**config.mk**
```make
export PLATFORM = sky130hd
export DESIGN_NAME = param_fifo
export DESIGN_NICKNAME = d
export VERILOG_FILES = /design/src/rtl/param_fifo.sv
export SDC_FILE = /design/constraint.sdc
export NUM_CORES = 1
export LEC_CHECK = 0
export ABC_AREA = 1
export CAP_MARGIN = 20
export CORE_MARGIN = 2
export CORE_UTILIZATION = 40
export CTS_BUF_LIST = sky130_fd_sc_hd__clkbuf_4 sky130_fd_sc_hd__clkbuf_8
export CTS_CLUSTER_SIZE = 28
export DETAILED_ROUTE_END_ITERATION = 10
export PLACE_DENSITY_LB_ADDON = 0.08
export SLEW_MARGIN = 5
export SYNTH_ARGS = -nofsm -noshare
export SYNTH_HDL_FRONTEND = slang
export SYNTH_SLANG_ARGS = --single-unit
```
**constraint.sdc**
```tcl
create_clock -name clk -period 2.53 [get_ports clk]
set_input_delay 0.506 -clock clk [delete_from_list [all_inputs] [get_ports clk]]
set_output_delay 0.506 -clock clk [all_outputs]
set_load 0.02 [all_outputs]
```
**src/rtl/param_fifo.sv**
```systemverilog
// -----------------------------------------------------------------------------
// param_fifo
//   Single-clock synchronous FIFO with registered status flags, sticky error
//   flags and a selectable read mode (registered read or first-word-fall-
//   through).
//
// Parameters
//   DATA_W    width of data_in / data_out
//   DEPTH     number of entries (power of two, >= 4)
//   AF_LEVEL  almost_full asserts when count >= AF_LEVEL
//   AE_LEVEL  almost_empty asserts when count <= AE_LEVEL
//   FWFT      0 = data_out loads on an accepted pop,
//             1 = data_out always shows the head word while not empty
//
// Ports
//   clk           rising-edge clock
//   rst           asynchronous, active-low reset
//   data_in       write data
//   push          write request
//   full          count == DEPTH
//   data_out      read data
//   pop           read request
//   empty         count == 0
//   almost_full   count >= AF_LEVEL
//   almost_empty  count <= AE_LEVEL
//   count         number of stored entries
//   overflow      sticky: a push was rejected
//   underflow     sticky: a pop was rejected
//   clr_err       synchronous clear of overflow/underflow (a new rejection
//                 in the same cycle wins)
//
// Handshake: push is accepted in a cycle iff push=1 and full=0; pop is
// accepted iff pop=1 and empty=0. Both decisions use only registered flags,
// so there is no combinational path from push/pop to any status output.
// -----------------------------------------------------------------------------
module param_fifo #(
    parameter int DATA_W   = 8,
    parameter int DEPTH    = 16,
    parameter int AF_LEVEL = DEPTH - 2,
    parameter int AE_LEVEL = 2,
    parameter int FWFT     = 0
) (
    input  logic                       clk,
    input  logic                       rst,
    input  logic [DATA_W-1:0]          data_in,
    input  logic                       push,
    output logic                       full,
    output logic [DATA_W-1:0]          data_out,
    input  logic                       pop,
    output logic                       empty,
    output logic                       almost_full,
    output logic                       almost_empty,
    output logic [$clog2(DEPTH+1)-1:0] count,
    output logic                       overflow,
    output logic                       underflow,
    input  logic                       clr_err
);

    localparam int AW = $clog2(DEPTH);
    localparam int CW = $clog2(DEPTH + 1);

    // Storage is deliberately not reset; data_out is the only path out of it
    // and is itself reset, so stale words never become visible.
    logic [DATA_W-1:0] mem [DEPTH];

    logic [AW-1:0]     wr_ptr;
    logic [AW-1:0]     rd_ptr;
    logic [AW-1:0]     rd_ptr_nxt;
    logic [CW-1:0]     count_nxt;
    logic              push_ok;
    logic              pop_ok;
    logic              fall_through;
    logic [DATA_W-1:0] data_nxt;

    assign push_ok = push & ~full;
    assign pop_ok  = pop & ~empty;

    // In FWFT mode the incoming word becomes the head in the same edge when
    // nothing else will remain stored after this cycle's pop.
    assign fall_through = push_ok &&
                          ((count == '0) || ((count == CW'(1)) && pop_ok));

    always_comb begin
        count_nxt = count;
        case ({push_ok, pop_ok})
            2'b10:   count_nxt = count + CW'(1);
            2'b01:   count_nxt = count - CW'(1);
            default: count_nxt = count;
        endcase
    end

    assign rd_ptr_nxt = pop_ok ? rd_ptr + AW'(1) : rd_ptr;

    always_comb begin
        data_nxt = data_out;
        if (FWFT != 0) begin
            if (fall_through) begin
                data_nxt = data_in;
            end else if (count_nxt != '0) begin
                data_nxt = mem[rd_ptr_nxt];
            end
        end else if (pop_ok) begin
            data_nxt = mem[rd_ptr];
        end
    end

    always_ff @(posedge clk) begin
        if (push_ok) begin
            mem[wr_ptr] <= data_in;
        end
    end

    always_ff @(posedge clk or negedge rst) begin
        if (!rst) begin
            wr_ptr       <= '0;
            rd_ptr       <= '0;
            count        <= '0;
            full         <= 1'b0;
            empty        <= 1'b1;
            almost_full  <= 1'b0;
            almost_empty <= 1'b1;
            overflow     <= 1'b0;
            underflow    <= 1'b0;
            data_out     <= '0;
        end else begin
            if (push_ok) begin
                wr_ptr <= wr_ptr + AW'(1);
            end
            rd_ptr       <= rd_ptr_nxt;
            count        <= count_nxt;
            // Flags are decoded from the next count so they line up with
            // count in the same cycle while still coming from flops.
            full         <= (count_nxt == CW'(DEPTH));
            empty        <= (count_nxt == '0);
            almost_full  <= (count_nxt >= CW'(AF_LEVEL));
            almost_empty <= (count_nxt <= CW'(AE_LEVEL));
            // A rejection in the same cycle as clr_err keeps the flag set.
            overflow     <= (push & full) | (overflow & ~clr_err);
            underflow    <= (pop & empty) | (underflow & ~clr_err);
            data_out     <= data_nxt;
        end
    end

endmodule

```
==> impl_metrics.py, run 1 <==
metrics = {
    "run_status": {
        "status": "finished, final reports clean",
    },
    "synth": {
        "synth_most_common_cell": "edfxtp_1",
        "yosysWarnings": 0,
        "synth_area_leader_cell": "edfxtp_1",
        "postSynth.asyncResetShare_pct": 17.4,
        "ys.flop_type": "edfxtp_1",
        "synth_seq_cells": 155,
        "synth_top_area_share_pct": 57.8,
        "netlist_top_cells_area": "edfxtp_1 58%, dfrtp_1 9.4%, nor2_1 5.0%",
        "synthDistinctLibCells": 31,
        "syn_area_um2": 6650,
        "synth_enable_flop_cells": 128,
        "syn_area_per_cell_um2": 12.6,
        "synthCells": 526,
        "synth_seq_area_share_pct": 68.0,
        "synth_common_cells": "128 x edfxtp_1, 88 x nor2_1, 69 x nand2_1",
        "synthesis.nets": 547,
    },
    "sta": {
        "setup_ws_ps": 352,
        "period_share_pct": 86.1,
        "timing.final.max_slew_violations": 0,
        "relSlewSlack_pct": 53.8,
        "fmax_mhz": 459,
        "fin_skew_ps": 7.39,
        "worst_slew_pin_slew_ps": 690,
        "finalHoldViolations": 0,
        "setup-violations-final": 0,
        "min_period_ps": 2180,
        "rsz0062_at_grt": "no",
        "fin_tns_setup_ps": 0,
    },
    "setup_path": {
        "cp_slowest_cell": "clkdlybuf4s50_1",
        "path_cells": "clkdlybuf4s50_1",
        "r2r_start": "empty$_DFF_PN1_",
        "start_kind": "flip-flop",
        "cp_num_buf_inv": 1,
        "r2r_end": "almost_full$_DFF_PN0_",
        "endpoint_kind": "output port",
        "reg2regPathDepth": 13,
        "worstSetupPathType": "reg2out",
        "crit_family": "buffers and inverters",
        "cp_max_fo": 3,
        "required_ps": 2020,
        "cp.arrival_ps": 1670,
        "reg2reg_slack_ps": 620,
        "max_stage_delay_ps": 620,
    },
    "route": {
        "drtPass1Iterations": 4,
        "initialDrtViolationCount": 368,
        "drc": 0,
        "drt_wl_total_mm": 15.1,
        "wl_per_cell_um": 18.6,
        "dr_total_vias": 4164,
        "vias_per_cell": 5.13,
        "antenna_left": 0,
    },
    "die": {
        "die_h_um": 133,
        "io_pins": 32,
        "fp.dieArea_um2": 17700,
        "rows": 47,
        "placeableCoreArea_um2": 16400,
        "fp.dieW_um": 133,
        "start_util_pct": 40.5,
    },
    "clock_tree": {
        "numCtsBuffers": 17,
        "clkTransAtPathRegs_ps": 80,
        "cts_setup_buffers": 0,
        "cts_root_buf": "clkbuf_8",
        "hold_buffers": 0,
        "htree_levels": 4,
        "cts_max_path_buffers": 2,
        "cts_tree": "built",
        "clock_latency_ps": 450,
        "ctsResizeCount": 0,
        "cts_sinks": 155,
    },
    "pwr": {
        "pwr-share-seq_pct": 38.3,
        "switchingPower_mw": 3.33,
        "intPower_mw": 5.64,
        "p_per_area_nw_per_um2": 1160,
        "power.share.combinational_pct": 39.7,
        "ir_drop_mv": 0.564,
        "power_mw": 8.97,
        "pwr-share-clk_pct": 22.0,
        "p_sw_share_pct": 37.2,
        "leakage_nw": 2.85,
    },
    "global_routing": {
        "grt_pass1_wl_mm": 24.1,
        "grtUsageTotal_pct": 18.4,
        "grt_max_degree": 68,
        "grt_overflow": 0,
        "grt_pass1_vias": 4132,
        "grt_antenna_before_repair": 0,
    },
    "place": {
        "place.port_buffers": 31,
        "hpwlAfterDp_mm": 9.74,
        "dp_worst_setup_slack_ps": 73.2,
        "gp_congestion": 0.753,
    },
    "hold_path": {
        "hold_path_class": "in2async",
    },
    "layout": {
        "drive_above_1_share_pct": 17.6,
        "syn_to_final_growth_pct": 16.0,
        "n_antenna_cell": 0,
        "nNetsFinal": 600,
    },
    "flow_run": {
        "maxCapViolCount": 0,
    },
}
how the worst max path moves through the flow:
| stage | from | end | slack (ps) | cells after the start |
|---|---|---|---|---|
| CTS | empty$_DFF_PN1_ | empty | 310 | 1 |
| global route | empty$_DFF_PN1_ | empty | 280 | 1 |
| detailed placement | pop | empty$_DFF_PN1_ | 70 | 15 |
| floorplan | empty$_DFF_PN1_ | almost_full$_DFF_PN0_ | 650 | 7 |
| finish | empty$_DFF_PN1_ | empty | 350 | 1 |
| global placement | pop | almost_empty$_DFF_PN1_ | 120 | 15 |
cell usage in the layout (no fill, tap or decap), types with 22 or more instances in the layout:
cell type and instances:
o21ai_0 35, inv_1 22, dfrtp_1 24, nand2_1 69, buf_4 28, nand3_1 27
clkdlybuf4s50_1 31, o21bai_2 25, o221ai_1 32, edfxtp_1 128, nor2_1 88
routing by layer:
metal / track usage (%) / up-vias / part of all wire [%]
met3: 4.37 / 11 / 3.7
met1: 24.5 / 2084 / 46
met5: 0 / - / 0
met4: 4.96 / 0 / 0.96
li1: - / 1990 / -
met2: 30.5 / 79 / 50
layout make-up:
| class | instances | area (um2) |
|---|---|---|
| Clock buffer | 22 | 272 |
| Clock inverter | 10 | 148 |
| Fill cell | 1488 | 8700 |
| Inverter | 26 | 100 |
| Multi-Input combinational cell | 318 | 1830 |
| Sequential cell | 155 | 4520 |
| Tap cell | 220 | 275 |
| Timing Repair Buffer | 61 | 561 |
state kept, by name, summed over array words and instances, names as in the netlist:
signal,flops
mem,128
almost_full,1
underflow,1
data_out,8
wr_ptr,4
full,1
almost_empty,1
count,5
rd_ptr,4
overflow,1
empty,1
through the flow:
stage	instances	utilization [%]	instance area [um2]	hold slack, ps
after floorplan	526	-	6650	210
final	812	47.0	7710	432
after CTS	812	47.0	7710	414
after global routing	812	47.0	7710	443
after global placement	780	44.4	7290	471
after detailed placement	780	44.4	7290	469
power groups by stage:
stage | Sequential [mW] | Clock, mW | Combinational (mW)
after floorplan | 3.58 | 0 | 2.37
after global placement | 3.48 | 0 | 3.58
after detailed placement | 3.49 | 0 | 3.61
after CTS | 3.43 | 2.03 | 3.62
after global routing | 3.48 | 2.14 | 3.99
final | 3.43 | 1.98 | 3.56
worst reg2reg max path, stage by stage, from the launching register on:
cell	delay, ps
dfstp_2	610
nor2_8	70
nand2_4	90
inv_2	40
ha_1	320
inv_1	80
o21bai_1	140
inv_1	70
nand2_1	60
nand2_1	40
nand2_1	90
nand2_1	60
nand2_1	80
nand2_1	60
logic make-up after synthesis:
kind of cell,share of synthesized area [%]
buffers and inverters,4.44
AND/OR/NAND/NOR,12.7
AO/OA/AOI/OAI,12.4
adder cells (fa/ha/maj),1.51
XOR/XNOR,0.922
flip-flops,68.0
(Power assumes the default switching activity.)
==> run 2: changes to the inputs <==
--- a/config.mk
+++ b/config.mk
@@ -12,6 +12,7 @@
 export CTS_BUF_LIST = sky130_fd_sc_hd__clkbuf_4 sky130_fd_sc_hd__clkbuf_8
 export CTS_CLUSTER_SIZE = 28
 export DETAILED_ROUTE_END_ITERATION = 10
+export GPL_ROUTABILITY_DRIVEN = 0
 export PLACE_DENSITY_LB_ADDON = 0.08
 export SLEW_MARGIN = 5
 export SYNTH_ARGS = -nofsm -noshare
==> results of run 2 <==
The final DEF is identical to that of run 1; final timing and power are the same.
